`src/rtl/rns_pkg.sv`:
```
// Shared RNS types and a helper that multiplies two residues modulo m.
package rns_pkg;

    localparam int RNS_W = 8;

    typedef logic [RNS_W-1:0] rns_residue_t;

    // The product is formed at double width, so operands may exceed m
    function automatic rns_residue_t mod_mulred(input rns_residue_t a,
                                                input rns_residue_t b,
                                                input rns_residue_t m);
        logic [2*RNS_W-1:0] prod;
        prod = {{RNS_W{1'b0}}, a} * {{RNS_W{1'b0}}, b};
        return rns_residue_t'(prod % {{RNS_W{1'b0}}, m});
    endfunction

endpackage

```
`src/rtl/mod_mul_reg.sv`:
```
// One registered modular multiply, p <= (a*b) mod M, advancing only when en is high.
module mod_mul_reg
    import rns_pkg::*;
#(
    parameter rns_residue_t M = 8'd1
) (
    input  logic         clk,
    input  logic         rst_n,
    input  logic         en,
    input  rns_residue_t a,
    input  rns_residue_t b,
    output rns_residue_t p
);

    always_ff @(posedge clk or negedge rst_n) begin
        if (!rst_n) begin
            p <= '0;
        end else if (en) begin
            p <= mod_mulred(a, b, M);
        end
    end

endmodule

```
`src/rtl/fast_bconv_pipe.sv`:
```
// Streaming Fast-BConv from basis {qi} to basis {bj}: three stages, one sample per cycle,
// with a per-sample tag and a bypass mode that forwards xj mod bj through the same pipeline.
module fast_bconv_pipe
    import rns_pkg::*;
#(
    parameter int           IN_BASIS_LEN  = 3,
    parameter int           OUT_BASIS_LEN = 2,
    parameter int           TAG_W         = 8,
    parameter rns_residue_t IN_BASIS  [IN_BASIS_LEN]  = '{8'd5, 8'd7, 8'd11},
    parameter rns_residue_t OUT_BASIS [OUT_BASIS_LEN] = '{8'd13, 8'd17},
    parameter rns_residue_t ZiLUT     [IN_BASIS_LEN]  = '{8'd3, 8'd6, 8'd6},
    parameter rns_residue_t YMODB     [OUT_BASIS_LEN][IN_BASIS_LEN] =
        '{'{8'd12, 8'd3, 8'd9}, '{8'd9, 8'd4, 8'd1}}
) (
    input  logic                                 clk,
    input  logic                                 rst_n,
    input  logic                                 in_valid,
    output logic                                 in_ready,
    input  logic                                 in_bypass,
    input  logic [TAG_W-1:0]                     in_tag,
    input  rns_residue_t [IN_BASIS_LEN-1:0]      input_RNSint,
    output logic                                 out_valid,
    input  logic                                 out_ready,
    output logic [TAG_W-1:0]                     out_tag,
    output rns_residue_t [OUT_BASIS_LEN-1:0]     output_RNSint
);

    localparam int SUM_W = RNS_W + $clog2(IN_BASIS_LEN);
    localparam bit BYPASS_OK = (IN_BASIS_LEN >= OUT_BASIS_LEN);

    function automatic bit moduli_nonzero();
        bit ok;
        ok = 1'b1;
        for (int i = 0; i < IN_BASIS_LEN; i++) if (IN_BASIS[i] == '0) ok = 1'b0;
        for (int j = 0; j < OUT_BASIS_LEN; j++) if (OUT_BASIS[j] == '0) ok = 1'b0;
        return ok;
    endfunction

    localparam bit MODULI_OK = moduli_nonzero();

    // Handshake: a transfer happens on any edge where valid && ready on that side. All stages
    // share one enable, so the pipeline moves as a whole unless the output is held.
    logic en;
    assign en       = !out_valid || out_ready;
    assign in_ready = en;

    logic             s1_valid, s2_valid, s1_bypass, s2_bypass;
    logic [TAG_W-1:0] s1_tag, s2_tag;
    rns_residue_t     raw_in [OUT_BASIS_LEN];
    rns_residue_t     s1_raw [OUT_BASIS_LEN];
    rns_residue_t     s2_raw [OUT_BASIS_LEN];
    rns_residue_t     s1_a   [IN_BASIS_LEN];
    rns_residue_t     s2_p   [OUT_BASIS_LEN][IN_BASIS_LEN];
    logic [SUM_W-1:0] sum    [OUT_BASIS_LEN];
    rns_residue_t     c_next [OUT_BASIS_LEN];

    for (genvar j = 0; j < OUT_BASIS_LEN; j++) begin : g_raw
        if (j < IN_BASIS_LEN) begin : g_lane
            assign raw_in[j] = input_RNSint[j];
        end else begin : g_none
            assign raw_in[j] = '0;
        end
    end

    for (genvar i = 0; i < IN_BASIS_LEN; i++) begin : g_s1
        mod_mul_reg #(.M(IN_BASIS[i])) u_mul (
            .clk   (clk),
            .rst_n (rst_n),
            .en    (en),
            .a     (input_RNSint[i]),
            .b     (ZiLUT[i]),
            .p     (s1_a[i])
        );
    end

    for (genvar j = 0; j < OUT_BASIS_LEN; j++) begin : g_s2_out
        for (genvar i = 0; i < IN_BASIS_LEN; i++) begin : g_s2_in
            mod_mul_reg #(.M(OUT_BASIS[j])) u_mul (
                .clk   (clk),
                .rst_n (rst_n),
                .en    (en),
                .a     (s1_a[i]),
                .b     (YMODB[j][i]),
                .p     (s2_p[j][i])
            );
        end
    end

    // Each term is already < bj, so SUM_W bits hold the whole sum before the final reduction
    always_comb begin
        for (int j = 0; j < OUT_BASIS_LEN; j++) begin
            sum[j] = '0;
            for (int i = 0; i < IN_BASIS_LEN; i++) begin
                sum[j] = sum[j] + SUM_W'(s2_p[j][i]);
            end
            c_next[j] = s2_bypass ? mod_mulred(s2_raw[j], rns_residue_t'(1), OUT_BASIS[j])
                                  : rns_residue_t'(sum[j] % SUM_W'(OUT_BASIS[j]));
        end
    end

    always_ff @(posedge clk or negedge rst_n) begin
        if (!rst_n) begin
            s1_valid  <= 1'b0;
            s2_valid  <= 1'b0;
            out_valid <= 1'b0;
            s1_bypass <= 1'b0;
            s2_bypass <= 1'b0;
            s1_tag    <= '0;
            s2_tag    <= '0;
            out_tag   <= '0;
            for (int j = 0; j < OUT_BASIS_LEN; j++) begin
                s1_raw[j]        <= '0;
                s2_raw[j]        <= '0;
                output_RNSint[j] <= '0;
            end
        end else if (en) begin
            s1_valid  <= in_valid;
            s2_valid  <= s1_valid;
            out_valid <= s2_valid;
            s1_bypass <= in_bypass;
            s2_bypass <= s1_bypass;
            s1_tag    <= in_tag;
            s2_tag    <= s1_tag;
            out_tag   <= s2_tag;
            for (int j = 0; j < OUT_BASIS_LEN; j++) begin
                s1_raw[j]        <= raw_in[j];
                s2_raw[j]        <= s1_raw[j];
                output_RNSint[j] <= c_next[j];
            end
        end
    end

    always_ff @(posedge clk) begin
        assert (MODULI_OK) else $error("fast_bconv_pipe: a basis modulus is zero");
        if (rst_n && en && in_valid && in_bypass) begin
            assert (BYPASS_OK) else $error("fast_bconv_pipe: bypass needs IN_BASIS_LEN >= OUT_BASIS_LEN");
        end
    end

endmodule

```
`config.mk`:
```
export PLATFORM = sky130hd
export DESIGN_NAME = fast_bconv_pipe
export DESIGN_NICKNAME = d
export VERILOG_FILES = /design/src/rtl/rns_pkg.sv /design/src/rtl/mod_mul_reg.sv /design/src/rtl/fast_bconv_pipe.sv
export SDC_FILE = /design/constraint.sdc
export NUM_CORES = 1
export LEC_CHECK = 0
export ABC_AREA = 1
export CAP_MARGIN = 20
export CORE_ASPECT_RATIO = 0.8
export CORE_MARGIN = 3
export CORE_UTILIZATION = 25
export CTS_CLUSTER_DIAMETER = 200
export DETAILED_ROUTE_END_ITERATION = 10
export SETUP_SLACK_MARGIN = 0.1
export SKIP_CTS_REPAIR_TIMING = 1
export SLEW_MARGIN = 20
export SYNTH_ARGS = -nofsm -noshare
export SYNTH_HDL_FRONTEND = slang
export SYNTH_SLANG_ARGS = --single-unit
```
`constraint.sdc`:
```
create_clock -name clk -period 8.31 [get_ports clk]
set_clock_uncertainty 0.2 [all_clocks]
set_input_delay 1.2465 -clock clk [delete_from_list [all_inputs] [get_ports clk]]
set_output_delay 1.2465 -clock clk [all_outputs]
set_load 0.02 [all_outputs]
```
======== After elaboration in Yosys (flattened, before gate mapping) ========
Index checks and enable logic that the tools add are counted.
word-level totals
  register bits ........................... 149
  input bits .............................. 37
  output and inout port bits .............. 26
  word-level logic and storage cells ...... 51
operators by class
  add/subtract/negate cells ............... 4
  $mul .................................... 7
  div/mod/pow operators ................... 13
  multiplexer cells ....................... 2
  reduce and logical (&&, ||, !) cells .... 2
operators with widths
  kind                     count
  $mod A16 B4 Y16 const B  4
  $mul A8 B2 Y10 const B   5
  $mod A16 B3 Y16 const B  2
  $mod A8 B5 Y16 const B   2
  $mul A8 B4 Y12 const B   2
  $add A9 B8 Y10           2
  $add A8 B8 Y9            2
  $mod A10 B5 Y16 const B  1
  $mod A16 B5 Y16 const B  1
  $mod A8 B4 Y16 const B   1
  $mux W8                  2
  $mod A10 B4 Y10 const B  1
  $mod A10 B5 Y10 const B  1
  $logic_not A1 Y1         1
  $logic_or A1 B1 Y1       1

======== Depth between registers and ports, before layout ========
Gate-level depths: netlist of run 1.
  word-level depth ........................ 4
  depth in mapped cells ................... 58

======== Cells and area by module ========
A second synthesis of run 1 with hierarchy kept.
second synthesis, totals
  cell total of the unflattened synthesis .. 7675
  area, all modules ....................... 47898.4 sq um
modules (own cells, without submodules)
  module                                           instances  cells an instance  area each (sq um)  sequential area each (sq um)
  mod_mul_reg at g_s2_out[1].g_s2_in[0].u_mul ...  2          836                5007.3             200.2
  fast_bconv_pipe                                  1          966                6686.4             1926.8
  mod_mul_reg at g_s2_out[1].g_s2_in[2].u_mul      1          804                4902.2             200.2
  mod_mul_reg at g_s2_out[0].g_s2_in[0].u_mul      1          743                4629.4             200.2
  mod_mul_reg at g_s2_out[0].g_s2_in[2].u_mul      1          752                4588.2             200.2
  mod_mul_reg at g_s1[2].u_mul                     1          702                4531.8             200.2
  mod_mul_reg at g_s2_out[0].g_s2_in[1].u_mul      1          743                4526.8             200.2
  mod_mul_reg at g_s1[0].u_mul                     1          674                4186.5             200.2
  mod_mul_reg at g_s1[1].u_mul                     1          619                3832.4             200.2

======== Worst setup path after synthesis of run 1 ========
Ideal clock, no wire load.
  path kind ............................... in2reg
  start ................................... input port input_RNSint[0] in the netlist's numbering
  end ..................................... register g_s1[0].u_mul.p[1]
  setup time .............................. 0.117 ns
  arrival ................................. 6.354 ns
  data required time ...................... 7.993 ns
  path slack .............................. 1.639 ns
  cell stages on the path ................. 47
  buffers on the path ..................... 0
  path through ............................ ha_1 > fa_1 > nand3_1 > nand2_1 > a21oi_1 > inv_1 > a21oi_1 > inv_1 > a21oi_1 > inv_1 > o21ai_0 > nand2_1 > a21oi_1 > xor2_1 > nand2_1 > nand2_1 > nand2_1 > nand2_1 > [11 not listed] > nand2_1 > nand2_1 > nand2_1 > inv_1 > nor2_1 > ha_1 > nand3b_1 > nand2_1 > nand3_1 > nand2_1 > and2_1 > ha_1 > inv_1 > nand3_1 > nand4_1 > nand2_1 > nand3_1 > nand2_1
on the way
  longest elaborated chain between the ends .. 2
RTL lines
  item                    line                   RTL
  start: declaration      fast_bconv_pipe.sv:21  input rns_residue_t [IN_BASIS_LEN-1:0] input_RNSint,
  $mul A8 B2 Y10          rns_pkg.sv:13          prod = {{RNS_W{1'b0}}, a} * {{RNS_W{1'b0}}, b};
  $mod A16 B3 Y16         rns_pkg.sv:14          return rns_residue_t'(prod % {{RNS_W{1'b0}}, m});
  end signal: assignment  mod_mul_reg.sv:19      p <= mod_mulred(a, b, M);
  end: declaration        mod_mul_reg.sv:12      output rns_residue_t p
No other way between the ends.
A chain may end at the register's enable or synchronous reset.

======== Worst setup path in the final report of run 1 ========
  start ................................... input port input_RNSint[8] in the netlist's numbering
  end ..................................... register g_s1[1].u_mul.p[5]
on the way
  longest elaborated chain between the ends .. 2
RTL lines
  item                    line
  $mul A8 B2 Y10          rns_pkg.sv:13
  $mod A16 B3 Y16         rns_pkg.sv:14
  end signal: assignment  mod_mul_reg.sv:19
  end: declaration        mod_mul_reg.sv:12
No other way between the ends.

==> impl_metrics.tcl, run 1 <==
set metrics [dict create \
    grt_pass1_wl_mm 82.4 \
    root_buffer "clkbuf_16" \
    min_path_type "flip-flop to flip-flop" \
    nets 3606 \
    clock_latency_ns 0.45 \
    drc 0 \
    synth_edf_count 0 \
    synth.distinct_cells 64 \
    path_class "input pin to flip-flop" \
    cts_tree "done" \
    critical-path-slowest-cell "clkdlybuf4s50_1" \
    place_congestion 0.855 \
    ioPinCount 63 \
    ys_warn_count 0 \
    grt_pass1_vias 17500 \
    syn_to_final_growth_pct 12.0 \
    path_clk_slew_ns 0.07 \
    synth-xor-area-share 0.0629 \
    die_h_um 261 \
    clock-sinks 149 \
    rsz0062_at_grt "false" \
    ys_ff_latch 149 \
    most-common-layout-cells "nand2_1 (1251), inv_1 (456), nand3_1 (341), nor2_1 (175)" \
    hold_depth 2 \
    drive_gt1_frac 0.0719 \
    synth_top_family_by_area "simple AND/OR/NAND/NOR gates" \
    setup_violations 0 \
    chipWidth_um 325 \
    multi_input_area_um2 14600 \
    portBuffers 62 \
    drtAntennaViolNets 0 \
    muxShareOfSynthArea 0.000493 \
    rows 92 \
    synthSimpleGateAreaFrac 0.458 \
    cpMostUsedCell "nand2_1" \
    netlist_instances 3343 \
    critical_path.max_stage_delay_ns 0.53 \
    final_cell_area_um2 22800 \
    fin_crit_sh 0.887 \
    wl_mm 48.0 \
    num_vias 19800 \
    drt_iter0_drc 1227 \
    period_needed_ns 7.37 \
    antenna_cells 0 \
    fillers 8980 \
    status "finished clean" \
    grt_max_degree 154 \
    fmax_ghz 0.136 \
    synth_fp_nets 3554 \
    critPathRequiredTime_ns 8.51 \
    design.core.area_um2 79700 \
    fin_setup_tns_ns 0 \
    h-tree-depth 4 \
    cp.arrival_ns 7.57 \
    grt_overflow_total 0 \
    hold_violations 0 \
    synth-async-reset-ratio 1.00 \
    slew_headroom 0.477 \
    synth_top_flop_cell "dfrtp_1" \
    antenna_found_initial 0 \
    start_util 0.255 \
    crit_path_start_kind "input pin" \
    syn_avg_cell_area_um2 6.08 \
    synth-compound-area-share 0.0783 \
    regArea_um2 3730 \
    cp-end-kind "flip-flop" \
    tightest_slew_ns 0.785 \
    place_area_um2 22100 \
    wl_per_cell_um 10.7 \
    dieArea_um2 84800 \
    ys_seq_area_frac 0.183 \
    netlist_area_um2 20300 \
    ff2ff_path_depth 52 \
    dp_hpwl_mm 37.7 \
    clock_path_buffers 2 \
    numCtsBuffers 17 \
    slew_viol_final 0 \
    final_common_cell "nand2_1" \
    synth-adder-area-share 0.116 \
    track_usage 0.112 \
    dr.pass1.iters 5 \
    drv_cap 0 \
    critPathMaxFanout 6 \
    via_per_inst 4.40 \
]
==> routing by layer <==
metal  up-vias  wire length (µm)  track usage
li1      10700                 -            -
met1      8797             26400        0.168
met2       204             20100        0.173
met3        22              1150       0.0135
met4         0               340       0.0181
met5         -                 0            0
==> flip-flops by register name, summed over array words and instances (netlist names), 8 cells and up <==
name                      count
g_s2_out.g_s2_in.u_mul.p     48
g_s1.u_mul.p                 24
output_RNSint                16
s2_raw                       16
s1_raw                       16
s1_tag                        8
s2_tag                        8
out_tag                       8
==> per-stage QoR <==
| stage | utilization | setup WS, ns | std cells | hold WS (ns) |
|---|---|---|---|---|
| 4_1_cts | 0.285 | 0.716 | 4487 | 0.265 |
| 2_1_floorplan | - | 1.64 | 3343 | 0.220 |
| 6_report | 0.286 | 0.940 | 4489 | 0.262 |
| 3_3_place_gp | 0.278 | 0.408 | 4455 | 0.246 |
| 5_1_grt | 0.286 | 0.108 | 4489 | 0.292 |
| 3_5_place_dp | 0.278 | 0.335 | 4455 | 0.249 |
==> cell families (layout without fill, tap and decap cells) <==
group / Yosys count / after routing
and+or+nand+nor: 2080 / 2080
buffers and inverters: 514 / 579
xor gates and xnor gates: 143 / 143
muxes: 1 / 1
adders and majority gates: 174 / 174
AOI/OAI and AO/OA: 282 / 282
DFF: 149 / 149
==> worst max-delay path, delay by kind of cell <==
family | cells | cell delay [ns]
AND/OR/NAND/NOR | 27 | 3.16
XOR/XNOR | 2 | 0.35
AO/OA/AOI/OAI | 5 | 0.86
adder cells (fa/ha/maj) | 4 | 1.10
buffers and inverters | 6 | 0.85
==> cell usage after synthesis (all sizes together) (14+ instances only) <==
master	count	area share
a21oi	98	0.025
clkbuf	33	0.011
dfrtp	149	0.18
fa	25	0.025
ha	149	0.092
inv	473	0.087
nand2	1339	0.26
nand3	366	0.097
nand3b	29	0.011
nand4	97	0.030
nor2	209	0.046
nor3	15	0.0053
o21ai	134	0.035
or2	14	0.0043
xnor2	24	0.010
xor2	119	0.053
==> cell type report <==
class | count | area share
clock buffer | 17 | 0.0187
inverter | 478 | 0.0790
tap | 1081 | 0.0594
sequential | 149 | 0.164
multi-input combinational | 2680 | 0.642
clock inverter | 15 | 0.00643
timing repair buffer | 69 | 0.0305
==> worst paths after layout <==
check	from	to	slack, ns
min in group asynchronous	rst_n	output_RNSint[3]	0.54
max in group asynchronous	rst_n	g_s1[2].u_mul.p[1]	6.12
min reg2reg	s2_valid	out_valid	0.26
max reg2reg	g_s2_out[0].g_s2_in[0].u_mul.p[1]	output_RNSint[3]	0.94
max	input_RNSint[8]	g_s1[1].u_mul.p[5]	0.94
min	s2_valid	out_valid	0.26
Power of run 1 is left out: the tool's default activity adds up to more than one toggle a clock period on the data nets, which glitch-free logic cannot reach.
==> run 2: changes to the inputs <==
Settings changed: CORE_ASPECT_RATIO 0.8 to not set.
==> impl_metrics.tcl, run 2 (synthesis results as in run 1) <==
set metrics [dict create \
    status "finished clean" \
    hold_violations 0 \
    path_clk_slew_ns 0.07 \
    cp.arrival_ns 7.58 \
    via_per_inst 4.45 \
    min_path_type "flip-flop to flip-flop" \
    grt_max_degree 94 \
    slew_viol_final 0 \
    period_needed_ns 7.43 \
    wl_mm 47.0 \
    critical_path.max_stage_delay_ns 0.50 \
    regArea_um2 3730 \
    design.core.area_um2 79800 \
    cp_num_buf_inv 1 \
    setup_violations 0 \
    grt_pass1_vias 18300 \
    num_vias 19800 \
    critPathRequiredTime_ns 8.45 \
    drv_cap 0 \
    dp_hpwl_mm 37.2 \
    grt_pass1_wl_mm 82.7 \
    fin_setup_tns_ns 0 \
    cpMostUsedCell "nand2_1" \
    chipWidth_um 291 \
    wl_per_cell_um 10.6 \
    most-common-layout-cells "nand2_1 (1250), inv_1 (456), nand3_1 (341), nor2_1 (174), ha_1 (149)" \
    numCtsBuffers 17 \
    h-tree-depth 4 \
    final_common_cell "nand2_1" \
    clock_path_buffers 2 \
    place_area_um2 22000 \
    place_congestion 0.845 \
    crit_start "g_s2_out[1].g_s2_in[0].u_mul.p[1]" \
    antenna_cells 0 \
    r2r-start "g_s2_out[1].g_s2_in[0].u_mul.p[1]" \
    reg_top3 "g_s2_out.g_s2_in.u_mul.p (48), g_s1.u_mul.p (24)" \
    critical-path-slowest-cell "fa_1" \
    fmax_ghz 0.135 \
    grt_overflow_total 0 \
    critPathTopFamily "simple AND/OR/NAND/NOR gates" \
    final_cell_area_um2 22700 \
    multi_input_area_um2 14600 \
    portBuffers 62 \
    root_buffer "clkbuf_16" \
    track_usage 0.111 \
    antenna_found_initial 0 \
    clock-sinks 149 \
    crit_path_start_kind "flip-flop" \
    fillers 8825 \
    met1_length_mm 23.4 \
    rsz0062_at_grt "true" \
    routed.top_layer "met4" \
    routed-wl-met2_mm 22.0 \
    post-route-util 0.285 \
    drc 0 \
    fin_crit_sh 0.894 \
    drt_iter0_drc 1000 \
    rows 103 \
    clock_latency_ns 0.45 \
    largest_reg_flops 48 \
    drtAntennaViolNets 0 \
    nets 3604 \
    worstHoldStart "s2_valid" \
    syn_to_final_growth_pct 11.8 \
    path_class "flip-flop to flip-flop" \
    start_util 0.255 \
    regMostFlops "g_s2_out.g_s2_in.u_mul.p" \
    critPathMaxFanout 8 \
    drive_gt1_frac 0.0728 \
    dr.pass1.iters 5 \
    slew_headroom 0.392 \
    die_h_um 291 \
    cts_tree "done" \
    reg2reg_slack_ns 0.88 \
    dieArea_um2 84700 \
    ioPinCount 63 \
    tightest_slew_ns 0.913 \
    cp-end-kind "flip-flop" \
    wl_met3_mm 1.04 \
]
-- run 2: changes by cell type in the layout (fill, tap and decap cells not counted), sizes merged --
cell / change
clkdlybuf4s50: +1
dlymetal6s2s: -1
clkinvlp: +3
bufinv: +1
buf: -2
clkinv: -4
-- run 2: worst register-to-register path: cells and delay by family (launching register included) --
kind                     cells  cell delay [ns]
adder cells (fa/ha/maj)      6             1.76
AO/OA/AOI/OAI                4             0.71
flip-flops                   1             0.42
AND/OR/NAND/NOR             34             4.15
buffers and inverters        1             0.10
-- run 2: through the flow --
stage	setup WS, ns	hold WS, ns	instances
6_report	0.877	0.253	4456
5_1_grt	0.0685	0.290	4456
4_1_cts	0.660	0.260	4455
3_5_place_dp	0.349	0.242	4423
3_3_place_gp	0.487	0.250	4423
2_1_floorplan	1.64	0.220	3343
-- run 2: area by class of cell --
type | instances | share of cell area
Sequential cell | 149 | 0.164
Inverter | 478 | 0.0792
Timing Repair Buffer | 67 | 0.0292
Tap cell | 1050 | 0.0578
Clock buffer | 17 | 0.0187
Multi-Input combinational cell | 2680 | 0.643
Clock inverter | 15 | 0.00749
-- run 2: metal layers --
metal	global-route usage	vias up
met4	0.0254	0
met1	0.148	8869
met5	0	-
li1	-	10800
met2	0.190	181
met3	0.0137	31
-- run 2: worst paths after layout --
path	to	depth (start not counted)
worst max-delay path	output_RNSint[10]	45
max in group asynchronous	g_s1[2].u_mul.p[1]	2
worst min register to register	out_valid	2
worst max register to register	output_RNSint[10]	45
min in group asynchronous	output_RNSint[2]	1
worst min-delay path	out_valid	2
Power of run 2 is left out for the same reason.
